## src/rtl/game_arbiter_if.sv

```systemverilog
// Game-side bundle between game_arbiter (master) and the shared full_game instance (slave).
interface game_arbiter_if #(
    parameter int unsigned N = 4
);
    logic         game_init;
    logic [N-1:0] game_initial_val;
    logic [1:0]   game_control;
    logic         game_gameover;
    logic [1:0]   game_who;

    modport master (
        output game_init, game_initial_val, game_control,
        input  game_gameover, game_who
    );

    modport slave (
        input  game_init, game_initial_val, game_control,
        output game_gameover, game_who
    );
endinterface

```

## src/rtl/game_arbiter.sv

```systemverilog
// Round-robin arbiter sharing one full_game between P players, with per-player win tallies.
// Optional feature: define GAME_TIMEOUT_EN to abort a PLAY session after TIMEOUT cycles.
module game_arbiter #(
    parameter int unsigned N       = 4,
    parameter int unsigned P       = 4,
    parameter int unsigned SW      = 4,
    parameter int unsigned TIMEOUT = 1000
) (
    input  logic                 clk,
    input  logic                 rst_n,
    input  logic [P-1:0]         req,
    input  logic [2*P-1:0]       player_ctrl,
    input  logic [N*P-1:0]       player_seed,
    output logic [P-1:0]         grant,
    game_arbiter_if.master       game,
    output logic                 done,
    output logic [1:0]           result,
    output logic [$clog2(P)-1:0] result_id,
    output logic [SW*P-1:0]      wins,
    output logic                 busy
);
    localparam int unsigned IW = $clog2(P);

    typedef enum logic [1:0] {IDLE, LOAD, PLAY, DONE} state_t;

    state_t          state_q, state_d;
    logic [IW-1:0]   ptr_q, ptr_d, owner_q, owner_d, rid_d;
    logic [P-1:0]    grant_d;
    logic            init_q, init_d, done_d, busy_d;
    logic [N-1:0]    ival_q, ival_d;
    logic [1:0]      ctrl_q, ctrl_d, result_d;
    logic [SW-1:0]   wins_q [P];
    logic [SW-1:0]   wins_d [P];
    logic [N-1:0]    seed_a [P];
    logic [1:0]      ctrl_a [P];
    logic [IW-1:0]   sel, idx;
    logic            found;

`ifdef GAME_TIMEOUT_EN
    localparam int unsigned CW = $clog2(TIMEOUT + 1);
    logic [CW-1:0] cnt_q, cnt_d;
`else
    localparam int unsigned unused_timeout = TIMEOUT;
`endif

    for (genvar i = 0; i < int'(P); i++) begin : g_player
        assign seed_a[i]           = player_seed[N*i +: N];
        assign ctrl_a[i]           = player_ctrl[2*i +: 2];
        assign wins[SW*i +: SW]    = wins_q[i];
    end

    assign game.game_init        = init_q;
    assign game.game_initial_val = ival_q;
    assign game.game_control     = ctrl_q;

    // First requester at or after ptr, wrapping.
    always_comb begin
        sel   = '0;
        idx   = '0;
        found = 1'b0;
        for (int unsigned i = 0; i < P; i++) begin
            idx = IW'((32'(ptr_q) + i) % P);
            if (!found && req[idx]) begin
                found = 1'b1;
                sel   = idx;
            end
        end
    end

    always_comb begin
        state_d  = state_q;
        ptr_d    = ptr_q;
        owner_d  = owner_q;
        grant_d  = grant;
        init_d   = 1'b0;
        ival_d   = ival_q;
        ctrl_d   = ctrl_q;
        done_d   = 1'b0;
        result_d = result;
        rid_d    = result_id;
        wins_d   = wins_q;
`ifdef GAME_TIMEOUT_EN
        cnt_d    = cnt_q;
`endif
        case (state_q)
            IDLE: begin
                if (found) begin
                    owner_d      = sel;
                    grant_d      = '0;
                    grant_d[sel] = 1'b1;
                    init_d       = 1'b1;
                    ival_d       = seed_a[sel];
                    ctrl_d       = ctrl_a[sel];
                    state_d      = LOAD;
                end
            end
            LOAD: begin
                ctrl_d  = ctrl_a[owner_q];
`ifdef GAME_TIMEOUT_EN
                cnt_d   = '0;
`endif
                state_d = PLAY;
            end
            PLAY: begin
                ctrl_d = ctrl_a[owner_q];
                // Gameover beats abandon, which beats timeout; who == 0 is not an outcome.
                if (game.game_gameover && (game.game_who == 2'd1 || game.game_who == 2'd2)) begin
                    result_d = game.game_who;
                    done_d   = 1'b1;
                    rid_d    = owner_q;
                    state_d  = DONE;
                end else if (!req[owner_q]) begin
                    result_d = 2'd0;
                    done_d   = 1'b1;
                    rid_d    = owner_q;
                    state_d  = DONE;
                end
`ifdef GAME_TIMEOUT_EN
                else if (cnt_q == CW'(TIMEOUT - 1)) begin
                    result_d = 2'd3;
                    done_d   = 1'b1;
                    rid_d    = owner_q;
                    state_d  = DONE;
                end else begin
                    cnt_d = cnt_q + CW'(1);
                end
`endif
            end
            DONE: begin
                grant_d = '0;
                ptr_d   = (owner_q == IW'(P - 1)) ? '0 : owner_q + IW'(1);
                if (result == 2'd2 && wins_q[owner_q] != '1)
                    wins_d[owner_q] = wins_q[owner_q] + SW'(1);
                state_d = IDLE;
            end
            default: state_d = IDLE;
        endcase
        busy_d = (state_d != IDLE);
    end

    always_ff @(posedge clk or negedge rst_n) begin
        if (!rst_n) begin
            state_q   <= IDLE;
            ptr_q     <= '0;
            owner_q   <= '0;
            grant     <= '0;
            init_q    <= 1'b0;
            ival_q    <= '0;
            ctrl_q    <= '0;
            done      <= 1'b0;
            result    <= '0;
            result_id <= '0;
            busy      <= 1'b0;
            wins_q    <= '{default: '0};
`ifdef GAME_TIMEOUT_EN
            cnt_q     <= '0;
`endif
        end else begin
            state_q   <= state_d;
            ptr_q     <= ptr_d;
            owner_q   <= owner_d;
            grant     <= grant_d;
            init_q    <= init_d;
            ival_q    <= ival_d;
            ctrl_q    <= ctrl_d;
            done      <= done_d;
            result    <= result_d;
            result_id <= rid_d;
            busy      <= busy_d;
            wins_q    <= wins_d;
`ifdef GAME_TIMEOUT_EN
            cnt_q     <= cnt_d;
`endif
        end
    end
endmodule

```

## src/flat_wrapper.sv

```systemverilog
// flat-port wrapper written by rule: the top's interface ports become plain ports
module game_arbiter_flat 
#(
    parameter int unsigned N       = 4,
    parameter int unsigned P       = 4,
    parameter int unsigned SW      = 4,
    parameter int unsigned TIMEOUT = 1000
)
  (clk, rst_n, req, player_ctrl, player_seed, grant, done, result, result_id, wins, busy, game_game_init, game_game_initial_val, game_game_control, game_game_gameover, game_game_who);
  game_arbiter_if #(.N(N)) game_i ();
  input  logic clk;
  input  logic rst_n;
  input  logic [P-1:0] req;
  input  logic [2*P-1:0] player_ctrl;
  input  logic [N*P-1:0] player_seed;
  output logic [P-1:0] grant;
  output logic done;
  output logic [1:0] result;
  output logic [$clog2(P)-1:0] result_id;
  output logic [SW*P-1:0] wins;
  output logic busy;
  output wire logic [$bits(game_i.game_init)-1:0] game_game_init;
  output wire logic [$bits(game_i.game_initial_val)-1:0] game_game_initial_val;
  output wire logic [$bits(game_i.game_control)-1:0] game_game_control;
  input wire logic [$bits(game_i.game_gameover)-1:0] game_game_gameover;
  input wire logic [$bits(game_i.game_who)-1:0] game_game_who;
  assign game_game_init = game_i.game_init;
  assign game_game_initial_val = game_i.game_initial_val;
  assign game_game_control = game_i.game_control;
  assign game_i.game_gameover = game_game_gameover;
  assign game_i.game_who = game_game_who;
  game_arbiter #(.N(N), .P(P), .SW(SW), .TIMEOUT(TIMEOUT)) u_core (.clk(clk), .rst_n(rst_n), .req(req), .player_ctrl(player_ctrl), .player_seed(player_seed), .grant(grant), .game(game_i), .done(done), .result(result), .result_id(result_id), .wins(wins), .busy(busy));
endmodule
```

## config.mk

```make
export PLATFORM = sky130hd
export DESIGN_NAME = game_arbiter_flat
export DESIGN_NICKNAME = d
export VERILOG_FILES = /design/src/rtl/game_arbiter_if.sv /design/src/rtl/game_arbiter.sv /design/src/flat_wrapper.sv
export SDC_FILE = /design/constraint.sdc
export NUM_CORES = 1
export LEC_CHECK = 0
export BUFFER_PORTS_ARGS = -buffer_cell sky130_fd_sc_hd__buf_4
export CELL_PAD_IN_SITES_DETAIL_PLACEMENT = 1
export CELL_PAD_IN_SITES_GLOBAL_PLACEMENT = 1
export CORE_ASPECT_RATIO = 0.75
export CORE_MARGIN = 3
export CORE_UTILIZATION = 41
export CTS_BUF_LIST = sky130_fd_sc_hd__clkbuf_8
export CTS_CLUSTER_DIAMETER = 100
export CTS_CLUSTER_SIZE = 20
export DETAILED_ROUTE_END_ITERATION = 8
export GPL_ROUTABILITY_DRIVEN = 0
export GPL_TIMING_DRIVEN = 1
export PLACE_DENSITY_LB_ADDON = 0.1
export SLEW_MARGIN = 25
export SYNTH_ARGS = -nofsm -noshare
export SYNTH_HDL_FRONTEND = slang
export SYNTH_SLANG_ARGS = --single-unit
```

## constraint.sdc

```tcl
create_clock -name clk -period 3.2 [get_ports clk]
set_input_delay 0.16 -clock clk [delete_from_list [all_inputs] [get_ports clk]]
set_output_delay 0.16 -clock clk [all_outputs]
set_load 0.05 [all_outputs]
```

# Word level (Yosys, flattened, before mapping)
# Index checks and enable logic that the tools add are counted.
# totals
reg_bits	39
in_bits	33
output_inout_bits	33
elab_cells	116
# classes
addsub	5
order_cmp	10
n_eq_ne	10
mux	53
n_bitwise	2
reduce_logical	21
# ops
operator	n
2-to-1 mux 2 bit	17
2-to-1 mux 4 bit	6
less-than comparator 2 x 3 -> 1 bit (second input constant)	6
binary-select mux 4 bit (select 2 bit)	2
bitwise mux 16 bit	1
2-to-1 mux 1 bit	15
binary-select mux 1 bit (select 2 bit)	5
equality test 2 bit (second input constant)	5
AND reduction 2 bit	5
binary-select mux 2 bit (select 2 bit)	2
demux 4 bit (select 2 bit)	1
one-hot mux 2 bit (4 select lines)	1
one-hot mux 4 bit (2 select lines)	1
logical AND 1 bit	7
>= comparator 3 bit (second input constant)	2
inverter 2 -> 3 bit	2
nonzero test 2 bit	3
adder 2 x 1 -> 2 bit (second input constant)	2
adder 2 bit (second input constant)	2
adder 4 x 1 -> 4 bit (second input constant)	1
equality test 2 x 1 -> 1 bit (second input constant)	2
inequality test 2 x 1 -> 1 bit (second input constant)	2
inequality test 4 bit (second input constant)	1
one-hot mux 2 bit (2 select lines)	1
7 further kinds	9

# Depth between registers and ports, before layout
# Gate-level depths: netlist of the first run.
# depth
depth_word	18
depth_mapped	8
depth_no_buf	7

# Least setup slack after synthesis of the first run
# No wires, ideal clock.
# synth_timing
path_type	register to register
start	register u_core.wins_q (netlist bit u_core.wins[4])
end	register u_core.wins_q (netlist bit u_core.wins[1])
setup_ns	0.125
arrival_ns	2.260
t_required_ns	3.075
slack_ns	0.814
path_stages_with_launch	7
path_buffers	1
synth_period_minus_slack_ns	2.386
path_cell_list	dfrtp_1 > mux4_1 > ha_1 > a311oi_2 > and2_1 > buf_6 > mux2_4
# synth_between
elab_chain_cells	6
elab_cells_between_ends	8
classes_between	1 x add/sub; 1 x eq/ne; 4 x mux; 2 x reduce/logical
# synth_rtl
item	line	source
start: declaration	game_arbiter.sv:32	logic [SW-1:0] wins_q [P];
start signal: assignment	game_arbiter.sv:170	wins_q <= wins_d;
binary-select mux 4 bit (select 2 bit) *	game_arbiter.sv:132, game_arbiter.sv:133	
2-to-1 mux 4 bit (implied by the code) * (2 in series)	game_arbiter.sv:132, game_arbiter.sv:133	
parallel branches: the longest is 3 deep, another holds adder 4 x 1 -> 4 bit	n/a	
# Every way passes the cells marked *. The select of a mux whose other input is x is not followed.
# A chain may end at the register's enable or synchronous reset.

# Worst setup path after layout of the first run
# layout_timing
start	register u_core.owner_q[0]
end	register u_core.wins_q (netlist bit u_core.wins[5])
# layout_between
elab_chain_cells	7
elab_cells_between_ends	14
classes_between	1 x add/sub; 2 x order compare; 1 x eq/ne; 6 x mux; 1 x bitwise; 3 x reduce/logical
# layout_rtl
item	line	source
start: declaration	game_arbiter.sv:27	logic [IW-1:0] ptr_q, ptr_d, owner_q, owner_d, rid_d;
start signal: assignment	game_arbiter.sv:161	owner_q <= owner_d;
inverter 2 -> 3 bit (implied by the code) *	game_arbiter.sv:132, game_arbiter.sv:133	
parallel branches: the longest is 6 deep, another holds adder 4 x 1 -> 4 bit	n/a	
# Marks and branches as above.

==> results of run 1 <==
==> repair_timing <==
action | 4_1_cts | 5_1_grt
resized for setup | 0 | 0
setup endpoints to repair | 0 | 0
hold endpoints to repair | 39 | 0
hold buffers | 1 | 0
==> final cells by class <==
class                      instances  area [um^2]
clock buffer                       5        68.82
clock inverter                     3        12.51
fill                             580         2208
inverter                          11        41.29
multi-input combinational        136         1140
sequential                        39        975.9
tap                               72        90.09
timing repair buffer              70        528.0
==> registers in the layout, indices dropped and copies added (netlist names), 2 cells and up <==
signal / count
u_core.wins: 16
u_core.game.game_initial_val: 4
u_core.grant: 4
u_core.game.game_control: 2
u_core.owner_q: 2
u_core.ptr_q: 2
u_core.result: 2
u_core.result_id: 2
u_core.state_q: 2
==> per-layer routing <==
metal / vias to the layer above / track usage (%)
met3: 9 / 4.306
met1: 910 / 26.58
met2: 50 / 30.59
met5: - / 0
met4: 0 / 4.849
li1: 842 / -
==> per-stage QoR <==
stage	instances	cell area, um^2	util (%)
final	336	2856	56.40
after global routing	336	2856	56.40
after CTS	336	2856	56.40
after detailed placement	327	2765	54.59
after global placement	327	2765	54.59
after floorplan	194	2236	-
==> final timing paths <==
| kind | startpoint | end | cells past startpoint |
|---|---|---|---|
| min in group asynchronous | rst_n | u_core.result[1] | 2 |
| max in group asynchronous | rst_n | u_core.game.game_initial_val[1] | 2 |
| worst max register to register | u_core.owner_q[0] | u_core.wins[5] | 5 |
| worst min register to register | u_core.result_id[0] | u_core.result_id[0] | 2 |
| worst min-delay path | game_game_who[1] | u_core.result[0] | 2 |
| worst max-delay path | u_core.owner_q[0] | u_core.wins[5] | 5 |
==> power breakdown <==
group	internal (mW)	switching, mW
clock network	0.147	0.168
logic	0.705	1.22
registers	0.701	0.171
==> critical path, stage by stage (launching register included) <==
cell	delay, ns
dfrtp_1	0.44
mux4_1	0.71
ha_1	0.29
a311oi_2	0.31
and2_1	0.40
mux2_4	0.34
==> logic make-up after synthesis <==
group	count (synthesis)	share of synthesized area, %
buf+inv	19	5.372
flops	39	43.65
mux	32	21.32
xor+xnor	3	1.175
fa+ha+maj	9	5.036
compound gates	45	13.71
simple gates	47	9.737
==> layout by cell type, fill, tap and decap left out, types with 2 or more instances in the layout <==
| master | n |
|---|---|
| a211oi_1 | 2 |
| a21oi_1 | 11 |
| a22oi_1 | 6 |
| and2_1 | 5 |
| buf_4 | 69 |
| clkbuf_8 | 5 |
| dfrtp_1 | 39 |
| ha_1 | 9 |
| inv_1 | 13 |
| mux2_2 | 8 |
| mux2_4 | 8 |
| mux2i_1 | 9 |
| mux4_1 | 5 |
| mux4_2 | 2 |
| nand2_1 | 18 |
| nand2b_1 | 4 |
| nor2_1 | 10 |
| nor2b_1 | 2 |
| nor3_1 | 4 |
| o21ai_0 | 10 |
| o22ai_1 | 2 |
| o31ai_1 | 4 |
| xnor2_1 | 2 |
==> metrics.yaml, run 1 <==
outcome:
  status: "completed"
final_layout:
  nets: 305
  drive_above_1_share_pct: 37.12
  diodes: 0
  syn_to_final_growth_pct: 27.76
cts:
  clk_pin_slew_worst_paths_ns: 0.08
  cts_setup_buffers: 0
  numCtsBuffers: 5
  insertion_delay_ns: 0.29
  clock_sinks: 39
  clk_path_buf_depth: 2
  cts-root-buf: "clkbuf_8"
  htreeDepth: 2
  cts_tree: "done"
critical_path:
  reg2reg_slack_ns: 0.60
  crit_required_ns: 3.37
  cp_max_fo: 6
  crit_type: "register to register"
  end_kind: "register"
  startpoint_type: "register"
  arrival_ns: 2.77
place:
  dp_slack_ns: 0.6562
  port_buffers: 65
  place_hpwl_mm: 4.402
detailed_routing:
  drc: 0
  met1_length_mm: 2.750
  wl_mm: 5.736
  drt-pass1-iter-count: 4
  top_layer_used: "met4"
  vias: 1811
  drt-initial-drc-count: 60
  vias_per_cell: 5.390
  drtAntennaViolNets: 0
  wl_met2_mm: 2.659
  met3_length_um: 262
  wl_per_cell_um: 17.07
timing:
  final.setup.tns_ns: 0
  worst_slew_pin_slew_ns: 0.8921
  slew_viol_final: 0
  clock.fmax_mhz: 385.2
  setup_ws_ns: 0.6039
  hold_viol_final: 0
  setup_viol: 0
  relSlewSlack_pct: 39.98
  fin_crit_ns: 2.596
  fin_worst_skew_ns: 0.005873
  fin_hold_ws_ns: 0.09948
  finalCritPeriodShare_pct: 81.13
  rsz0062_at_grt: "no"
die:
  die-area_um2: 6385
  die_w_um: 91.27
  pin_count: 66
  coreArea_um2: 5065
  start_util_pct: 44.15
  num_rows: 22
  die_h_um: 69.96
synth:
  synth_most_common_cell: "dfrtp_1"
  synth_area_um2: 2236
  synth_largest_area_cell: "dfrtp_1"
  synth_area_leaders: "dfrtp_1 44%, mux4_1 5.9%, mux2_4 5.4%"
  postSynthCellCount: 194
  synth_cell_types: 39
  yosys-top-cells-count: "39 x dfrtp_1, 18 x nand2_1, 11 x a21oi_1, 11 x inv_1"
  seq_area_frac_synth_pct: 43.65
  syn_area_per_cell_um2: 11.53
  ys.warnings.count: 0
  ys.flop_type: "dfrtp_1"
  syn-num-nets: 236
  ys_ff_latch: 39
  async_reset_ff_share_pct: 100.0
  synth_edf_count: 0
  synth_top_cell_area_share_pct: 43.65
global_routing:
  grt-ovfl-total: 0
  grt_start_max_net_pins: 40
  first_global_vias: 1884
  antenna_found_initial: 0
  grtUsageTotal_pct: 19.22
  grt_pass1_wl_mm: 9.784
min_path:
  holdCritPathClass: "input pin to register"
pwr:
  totalPowerFinal_mw: 3.111
  p_leak_nw: 1.385
  power_density_nw_per_um2: 1089
  vdd_ir_drop_max_v: 0.0005653
job:
  drv_cap: 0
(Power assumes the default switching activity.)
==> run 2, diff against run 1 <==
--- a/config.mk
+++ b/config.mk
@@ -5,12 +5,13 @@
 export SDC_FILE = /design/constraint.sdc
 export NUM_CORES = 1
 export LEC_CHECK = 0
+export ABC_AREA = 1
 export BUFFER_PORTS_ARGS = -buffer_cell sky130_fd_sc_hd__buf_4
 export CELL_PAD_IN_SITES_DETAIL_PLACEMENT = 1
 export CELL_PAD_IN_SITES_GLOBAL_PLACEMENT = 1
 export CORE_ASPECT_RATIO = 0.75
 export CORE_MARGIN = 3
-export CORE_UTILIZATION = 41
+export CORE_UTILIZATION = 35
 export CTS_BUF_LIST = sky130_fd_sc_hd__clkbuf_8
 export CTS_CLUSTER_DIAMETER = 100
 export CTS_CLUSTER_SIZE = 20
==> constraint.sdc (replaced) <==
create_clock -name clk -period 2.1 [get_ports clk]
set_input_delay 0.105 -clock clk [delete_from_list [all_inputs] [get_ports clk]]
set_output_delay 0.105 -clock clk [all_outputs]
set_load 0.05 [all_outputs]
==> run 2 against run 1 <==
Effect of this change: design area increased by 20%; final cell count increased by 53%; clock skew decreased by 0.0018 ns; largest power group unchanged; largest cell class unchanged; clock-buffer cell count unchanged; critical path depth increased by 10; sequential share of layout area decreased by 5.5 points; register-to-register slack got worse by 0.51 ns; global-route usage increased by 1.2 points; critical path type unchanged; power increased by 120%.
==> metrics.yaml, run 2 <==
detailed_routing:
  wl_per_cell_um: 15.87  # was 17.07 um
  vias: 2513  # was 1,811
  drt-initial-drc-count: 86  # was 60
  wl_mm: 8.142  # was 5.736 mm
  drtAntennaViolNets: 0  # unchanged
  drc: 0  # unchanged
  drt-pass1-iter-count: 6  # was 4
  top_layer_used: "met4"  # unchanged
  met1_length_mm: 4.304  # was 2.750 mm
  met3_length_um: 234  # was 262 um
  wl_met2_mm: 3.554  # was 2.659 mm
  vias_per_cell: 4.899  # was 5.390
global_routing:
  grt-ovfl-total: 0  # unchanged
  antenna_found_initial: 0  # unchanged
  grt_pass1_wl_mm: 12.97  # was 9.784 mm
  grtUsageTotal_pct: 20.45  # was 19.22%
  grt_start_max_net_pins: 40  # unchanged
  first_global_vias: 2509  # was 1,884
synth:
  synth_area_um2: 2494  # was 2236 um^2
  seq_area_frac_synth_pct: 39.14  # was 43.65%
  synthXorXnorAreaFrac_pct: 0.7025  # was 1.175%
  synth_cell_types: 32  # was 39
  ys_ff_latch: 39  # unchanged
  synth-compound-area-share_pct: 15.55  # was 13.71%
  synthMuxAreaShare_pct: 0  # was 21.32%
  syn-num-nets: 370  # was 236
  synth_top_cell_area_share_pct: 39.14  # was 43.65%
  postSynthCellCount: 328  # was 194
  synth_adder_area_share_pct: 4.516  # was 5.036%
  synth_area_leaders: "dfrtp_1 39%, nand2_1 13%, o21ai_0 6.4%"  # was dfrtp_1 44%, mux4_1 5.9%, mux2_4 5.4%
  yosys.area_share.simple_pct: 31.51  # was 9.737%
  synth_edf_count: 0  # unchanged
  yosys-top-cells-count: "87 x nand2_1, 39 x dfrtp_1, 32 x o21ai_0"  # was 39 x dfrtp_1, 18 x nand2_1, 11 x a21oi_1, 11 x inv_1
  synth_largest_area_cell: "dfrtp_1"  # unchanged
  synth_top_family_by_area: "simple AND/OR/NAND/NOR gates"  # was multiplexers
  ys.warnings.count: 0  # unchanged
  synth_most_common_cell: "nand2_1"  # was dfrtp_1
  syn_area_per_cell_um2: 7.603  # was 11.53 um^2
  ys.flop_type: "dfrtp_1"  # unchanged
  async_reset_ff_share_pct: 100.0  # unchanged
pwr:
  p_sw_mw: 3.699  # was 1.558 mW
  power_frac_comb_pct: 73.0  # was 61.8%
  power_density_nw_per_um2: 1966  # was 1089 nW/um^2
  p_clk_share_pct: 7.1  # was 10.1%
  seq_power_share_pct: 19.8  # was 28.0%
  intPower_mw: 3.023  # was 1.553 mW
  vdd_ir_drop_max_v: 0.0007338  # was 0.0005653 V
  p_leak_nw: 1.786  # was 1.385 nW
  swShare_pct: 55.03  # was 50.07%
timing:
  fin_crit_ns: 2.004  # was 2.596 ns
  slew_viol_final: 0  # unchanged
  finalCritPeriodShare_pct: 95.41  # was 81.13%
  setup_viol: 0  # unchanged
  clock.fmax_mhz: 499.1  # was 385.2 MHz
  relSlewSlack_pct: 61.89  # was 39.98%
  hold_viol_final: 0  # unchanged
  worst_slew_pin_slew_ns: 0.5657  # was 0.8921 ns
  fin_worst_skew_ns: 0.004111  # was 0.005873 ns
die:
  die-area_um2: 8184  # was 6385 um^2
  die_h_um: 79.10  # was 69.96 um
  start_util_pct: 37.78  # was 44.15%
  pin_count: 66  # unchanged
  die_w_um: 103.5  # was 91.27 um
  coreArea_um2: 6600  # was 5065 um^2
  num_rows: 25  # was 22
outcome:
  status: "completed"  # unchanged
final_layout:
  multi_input_area_um2: 1381  # was 1140 um^2
  fin_area_um2: 3418  # was 2856 um^2
  nets: 462  # was 305
  diodes: 0  # unchanged
  nFillCells: 852  # was 580
  regArea_um2: 978.4  # was 975.9 um^2
  layout_commonest_cell: "buf_4"  # unchanged
  fin_util_pct: 51.79  # was 56.40%
  drive_above_1_share_pct: 36.28  # was 37.12%
  syn_to_final_growth_pct: 37.08  # was 27.76%
  mostFrequentLayoutCells: "89 x buf_4, 87 x nand2_1, 37 x dfrtp_1"  # was 69 x buf_4, 39 x dfrtp_1, 18 x nand2_1
  largest_reg_flops: 16  # unchanged
cts:
  cts-root-buf: "clkbuf_8"  # unchanged
  insertion_delay_ns: 0.29  # about the same
  htreeDepth: 2  # unchanged
  numCtsBuffers: 5  # unchanged
  cts_tree: "done"  # unchanged
  clock_sinks: 39  # unchanged
  clk_pin_slew_worst_paths_ns: 0.08  # about the same
  clk_path_buf_depth: 2  # unchanged
place:
  port_buffers: 65  # unchanged
  place_area_um2: 3158  # was 2765 um^2
  place_hpwl_mm: 6.075  # was 4.402 mm
critical_path:
  startpoint_type: "register"  # unchanged
  crit_type: "register to register"  # unchanged
  cp_max_fo: 7  # was 6
  arrival_ns: 2.19  # was 2.77 ns
  crit_required_ns: 2.28  # was 3.37 ns
  end_kind: "register"  # unchanged
min_path:
  holdCritPathClass: "input pin to register"  # unchanged
job:
  drv_cap: 0  # unchanged
run 2: cell types whose count changed after synthesis, sizes merged, moves of 15 or more:
cell / delta
inv: +25
mux2: -16
nand2: +87
nand3: +30
nor2: +15
o21ai: +28
run 2: stage by stage:
| stage | hold WS, ns | cells | power, mW | TNS (ns) | setup slack (ns) |
|---|---|---|---|---|---|
| 2_1_floorplan | -0.1906 | 328 | 4.472 | 0 | 0.09351 |
| 4_1_cts | 0.06712 | 503 | 6.258 | 0 | 0.01619 |
| 5_1_grt | 0.08964 | 513 | 7.288 | -0.1674 | -0.05726 |
| 6_report | 0.07019 | 513 | 6.721 | 0 | 0.09642 |
| 3_5_place_dp | 0.1266 | 494 | 5.714 | -0.3991 | -0.1177 |
| 3_3_place_gp | 0.1259 | 494 | 5.648 | -0.2256 | -0.1092 |
run 2: logic make-up after synthesis:
logic type | Yosys count
AOI/OAI and AO/OA | 67
xor gates and xnor gates | 2
adders and majority gates | 9
buffers and inverters | 45
DFF | 39
and+or+nand+nor | 166
run 2: routing by layer:
layer | up-vias | GRT usage (%)
li1 | 1246 | -
met1 | 1217 | 32.26
met2 | 46 | 28.82
met3 | 4 | 4.039
met4 | 0 | 3.493
met5 | - | 0
run 2: power groups by stage:
stage	Clock (mW)	Sequential, mW	Combinational, mW
6_report	0.479	1.33	4.91
5_1_grt	0.538	1.39	5.36
4_1_cts	0.501	1.31	4.44
3_5_place_dp	0	1.32	4.39
3_3_place_gp	0	1.32	4.33
2_1_floorplan	0	2.15	2.32
run 2: area by class of cell:
| cell class | count | area share, % |
|---|---|---|
| Inverter | 36 | 4.173 |
| Tap cell | 94 | 3.441 |
| Multi-Input combinational cell | 244 | 40.41 |
| Clock inverter | 1 | 0.1098 |
| Clock buffer | 5 | 2.013 |
| Sequential cell | 39 | 28.62 |
| Timing Repair Buffer | 94 | 21.23 |
run 2: worst max-delay path, stage by stage, from the launching register on:
cell	delay (ns)
dfrtp_2	0.41
buf_6	0.15
nand2_1	0.06
nand2_1	0.13
nand2_2	0.07
nand2_2	0.10
nand2_2	0.07
nand2_1	0.08
nand2_2	0.08
nand2_2	0.10
nor2_4	0.06
buf_4	0.15
buf_4	0.13
nand3_1	0.06
nand3_1	0.07
o21ba_1	0.17
run 2: worst paths after layout:
| path | slack (ns) | cells past startpoint | start | end |
|---|---|---|---|---|
| setup reg to reg | 0.1 | 15 | u_core.ptr_q[0] | u_core.game.game_initial_val[3] |
| hold reg to reg | 0.49 | 2 | u_core.result_id[1] | u_core.result_id[1] |
| setup / recovery | 0.1 | 15 | u_core.ptr_q[0] | u_core.game.game_initial_val[3] |
| hold / removal | 0.07 | 3 | game_game_who[1] | u_core.result[1] |
| min in group asynchronous | 0.34 | 2 | rst_n | u_core.result_id[1] |
| max in group asynchronous | 1.37 | 2 | rst_n | u_core.ptr_q[0] |
run 2: timing repair:
item / in CTS / in global routing
hold buffers: 1 / 0
pin swaps: 0 / 4
endpoints found under the setup margin: 12 / 23
setup buffers: 2 / 10
gates resized for setup: 2 / 31
gates cloned: 0 / 0
hold endpoints to repair: 39 / 0
==> run 3, diff against run 2 <==
--- a/config.mk
+++ b/config.mk
@@ -18,7 +18,7 @@
 export DETAILED_ROUTE_END_ITERATION = 8
 export GPL_ROUTABILITY_DRIVEN = 0
 export GPL_TIMING_DRIVEN = 1
-export PLACE_DENSITY_LB_ADDON = 0.1
+export PLACE_DENSITY = 0.9
 export SLEW_MARGIN = 25
 export SYNTH_ARGS = -nofsm -noshare
 export SYNTH_HDL_FRONTEND = slang
==> run 3 against run 2 <==
Effect of this change: the flow now finishes with violations (negative setup slack); register-to-register slack worse by 0.19 ns; highest routed layer unchanged; non-clock buffer count rose by 4; critical path type unchanged; utilization increased by 1.6 points.
==> metrics.yaml, run 3 (same netlist as run 2, synthesis figures left out) <==
critical_path:
  path_cells: "inv_1 > nor2_1 > o22ai_1 > ha_1 > nand3_1 > nand4_1 > buf_6 > buf_4 > o21ai_0 > nand2_1"  # was buf_6 > nand2_1 > nand2_1 > nand2_2 > nand2_2 > nand2_2 > nand2_1 > nand2_2 > nand2_2 > nor2_4 > buf_4 > buf_4 > nand3_1 > nand3_1 > o21ba_1
  reg2reg_to: "u_core.wins[7]"  # was u_core.game.game_initial_val[3]
  r2r_cells: 10  # was 15
  crit_required_ns: 2.28  # about the same
  worstReg2RegStart: "u_core.owner_q[0]"  # was u_core.ptr_q[0]
  arrival_ns: 2.38  # was 2.19 ns
  crit_slowest_cell: "dfrtp_2"  # unchanged
  slowest_delay_ns: 0.44  # was 0.41 ns
  cp_max_fo: 8  # was 7
  path_delay_family: "simple AND/OR/NAND/NOR gates"  # unchanged
  critPathBufInv: 3  # unchanged
  crit_type: "register to register"  # unchanged
  end_kind: "register"  # unchanged
  reg2reg_slack_ns: -0.09  # was 0.1 ns
  startpoint_type: "register"  # unchanged
final_layout:
  syn_to_final_growth_pct: 41.24  # was 37.08%
  layout_commonest_cell: "buf_4"  # unchanged
  multi_input_area_um2: 1400  # was 1381 um^2
  drive_above_1_share_pct: 36.53  # was 36.28%
  regArea_um2: 980.9  # was 978.4 um^2
  fin_util_pct: 53.36  # was 51.79%
  mostFrequentLayoutCells: "95 x buf_4, 86 x nand2_1, 35 x dfrtp_1"  # was 89 x buf_4, 87 x nand2_1, 37 x dfrtp_1
  nets: 468  # was 462
  diodes: 0  # unchanged
  largest_reg_flops: 16  # unchanged
  nFillCells: 838  # was 852
  final_cell_count_no_fill: 521  # was 513
timing:
  rsz0062_at_grt: "yes"
  fin_crit_ns: 2.195  # was 2.004 ns
  finalCritPeriodShare_pct: 104.5  # was 95.41%
  fin_worst_skew_ns: 0.005636  # was 0.004111 ns
  worst_slew_pin_slew_ns: 0.5735  # was 0.5657 ns
  setup_ws_ns: -0.09484  # was 0.09642 ns
  clock.fmax_mhz: 455.6  # was 499.1 MHz
  fin_hold_ws_ns: 0.05310  # was 0.07019 ns
  setup_viol: 5  # was 0
  hold_viol_final: 0  # unchanged
  slew_viol_final: 0  # unchanged
  relSlewSlack_pct: 61.36  # was 61.89%
outcome:
  status: "complete, but fails checks"  # was completed
  violations: "negative setup slack"
global_routing:
  grt_pass1_wl_mm: 14.64  # was 12.97 mm
  grt-ovfl-total: 0  # unchanged
  antenna_found_initial: 0  # unchanged
  first_global_vias: 2932  # was 2,509
  grtUsageTotal_pct: 22.98  # was 20.45%
  grt_start_max_net_pins: 40  # unchanged
die:
  start_util_pct: 37.78  # unchanged
  die_h_um: 79.10  # unchanged
  die-area_um2: 8184  # unchanged
  num_rows: 25  # unchanged
  coreArea_um2: 6600  # unchanged
  die_w_um: 103.5  # unchanged
  pin_count: 66  # unchanged
place:
  port_buffers: 65  # unchanged
  place_hpwl_mm: 6.483  # was 6.075 mm
  placedCellCount: 499  # was 494
  dp_slack_ns: -0.1701  # was -0.1177 ns
min_path:
  min_to: "u_core.result[1]"  # unchanged
  min_from: "game_game_who[1]"  # unchanged
  holdCritPathClass: "input pin to register"  # unchanged
  hold_depth: 3  # unchanged
detailed_routing:
  wl_mm: 10.96  # was 8.142 mm
  vias_per_cell: 5.570  # was 4.899
  drtAntennaViolNets: 0  # unchanged
  wl_per_cell_um: 21.04  # was 15.87 um
  drt-initial-drc-count: 288  # was 86
  drt-pass1-iter-count: 5  # was 6
  drc: 0  # unchanged
  vias: 2902  # was 2,513
cts:
  htreeDepth: 2  # unchanged
  clk_path_buf_depth: 2  # unchanged
  insertion_delay_ns: 0.31  # was 0.29 ns
  clk_pin_slew_worst_paths_ns: 0.08  # about the same
  cts_tree: "done"  # unchanged
  numCtsBuffers: 5  # unchanged
  clock_sinks: 39  # unchanged
  cts-root-buf: "clkbuf_8"  # unchanged
job:
  drv_cap: 0  # unchanged
==> run 3: cell types whose count changed in the layout (fill, tap and decap cells not counted), moves of 3 or more <==
| cell | change |
|---|---|
| o21ai_1 | -4 |
| nor2_2 | -3 |
| nor2_4 | +3 |
| o21ai_0 | +6 |
| buf_4 | +6 |
==> run 3: metal layers <==
| metal | vias up | share of wire, % | track usage (%) |
|---|---|---|---|
| met3 | 46 | 5.5 | 5.356 |
| met1 | 1458 | 42 | 29.31 |
| met4 | 0 | 4.1 | 7.762 |
| li1 | 1268 | - | - |
| met2 | 130 | 49 | 37.98 |
| met5 | - | 0 | 0 |
==> run 3: worst register-to-register path, delay by kind of cell, from the launching register on <==
kind | cells | cell delay (ns)
buf+inv | 3 | 0.47
simple gates | 4 | 0.52
compound gates | 2 | 0.40
fa+ha+maj | 1 | 0.24
flops | 1 | 0.44
==> run 3: timing repair <==
| item | 4_1_cts | 5_1_grt |
|---|---|---|
| gates cloned | 0 | 2 |
| gates resized for setup | 7 | 22 |
| endpoints found under the hold margin | 39 | 0 |
| buffers inserted | 1 | 10 |
| setup endpoints to repair | 21 | 25 |
| hold buffers | 1 | 0 |
| pin swaps | 0 | 4 |
==> run 3: worst max path at each step <==
stage / startpoint / end / slack, ns / cells after the start
global route: u_core.owner_q[0] / u_core.busy / -0.21 / 9
detailed placement: u_core.owner_q[1] / u_core.wins[12] / -0.17 / 9
global placement: u_core.ptr_q[1] / u_core.game.game_control[0] / -0.004 / 15
CTS: u_core.ptr_q[1] / u_core.game.game_initial_val[1] / 0.03 / 14
finish: u_core.owner_q[0] / u_core.wins[7] / -0.09 / 10
floorplan: u_core.wins[8] / u_core.wins[3] / 0.09 / 8
==> run 3: final cells by class <==
type	instances	share of cell area [%]
tap	94	3.339
clock inverter	3	1.812
timing repair buffer	98	21.17
clock buffer	5	1.954
sequential	39	27.85
inverter	36	4.121
multi-input combinational	246	39.75
==> run 3: through the flow <==
stage / setup TNS (ns) / area, um^2
floorplan: 0 / 2494
global placement: -0.005877 / 3183
detailed placement: -0.9429 / 3183
CTS: 0 / 3361
global route: -1.804 / 3522
finish: -0.2715 / 3522
Power of run 3 is left out: the tool's default activity adds up to more than one toggle a clock period on the data nets, which glitch-free logic cannot reach.
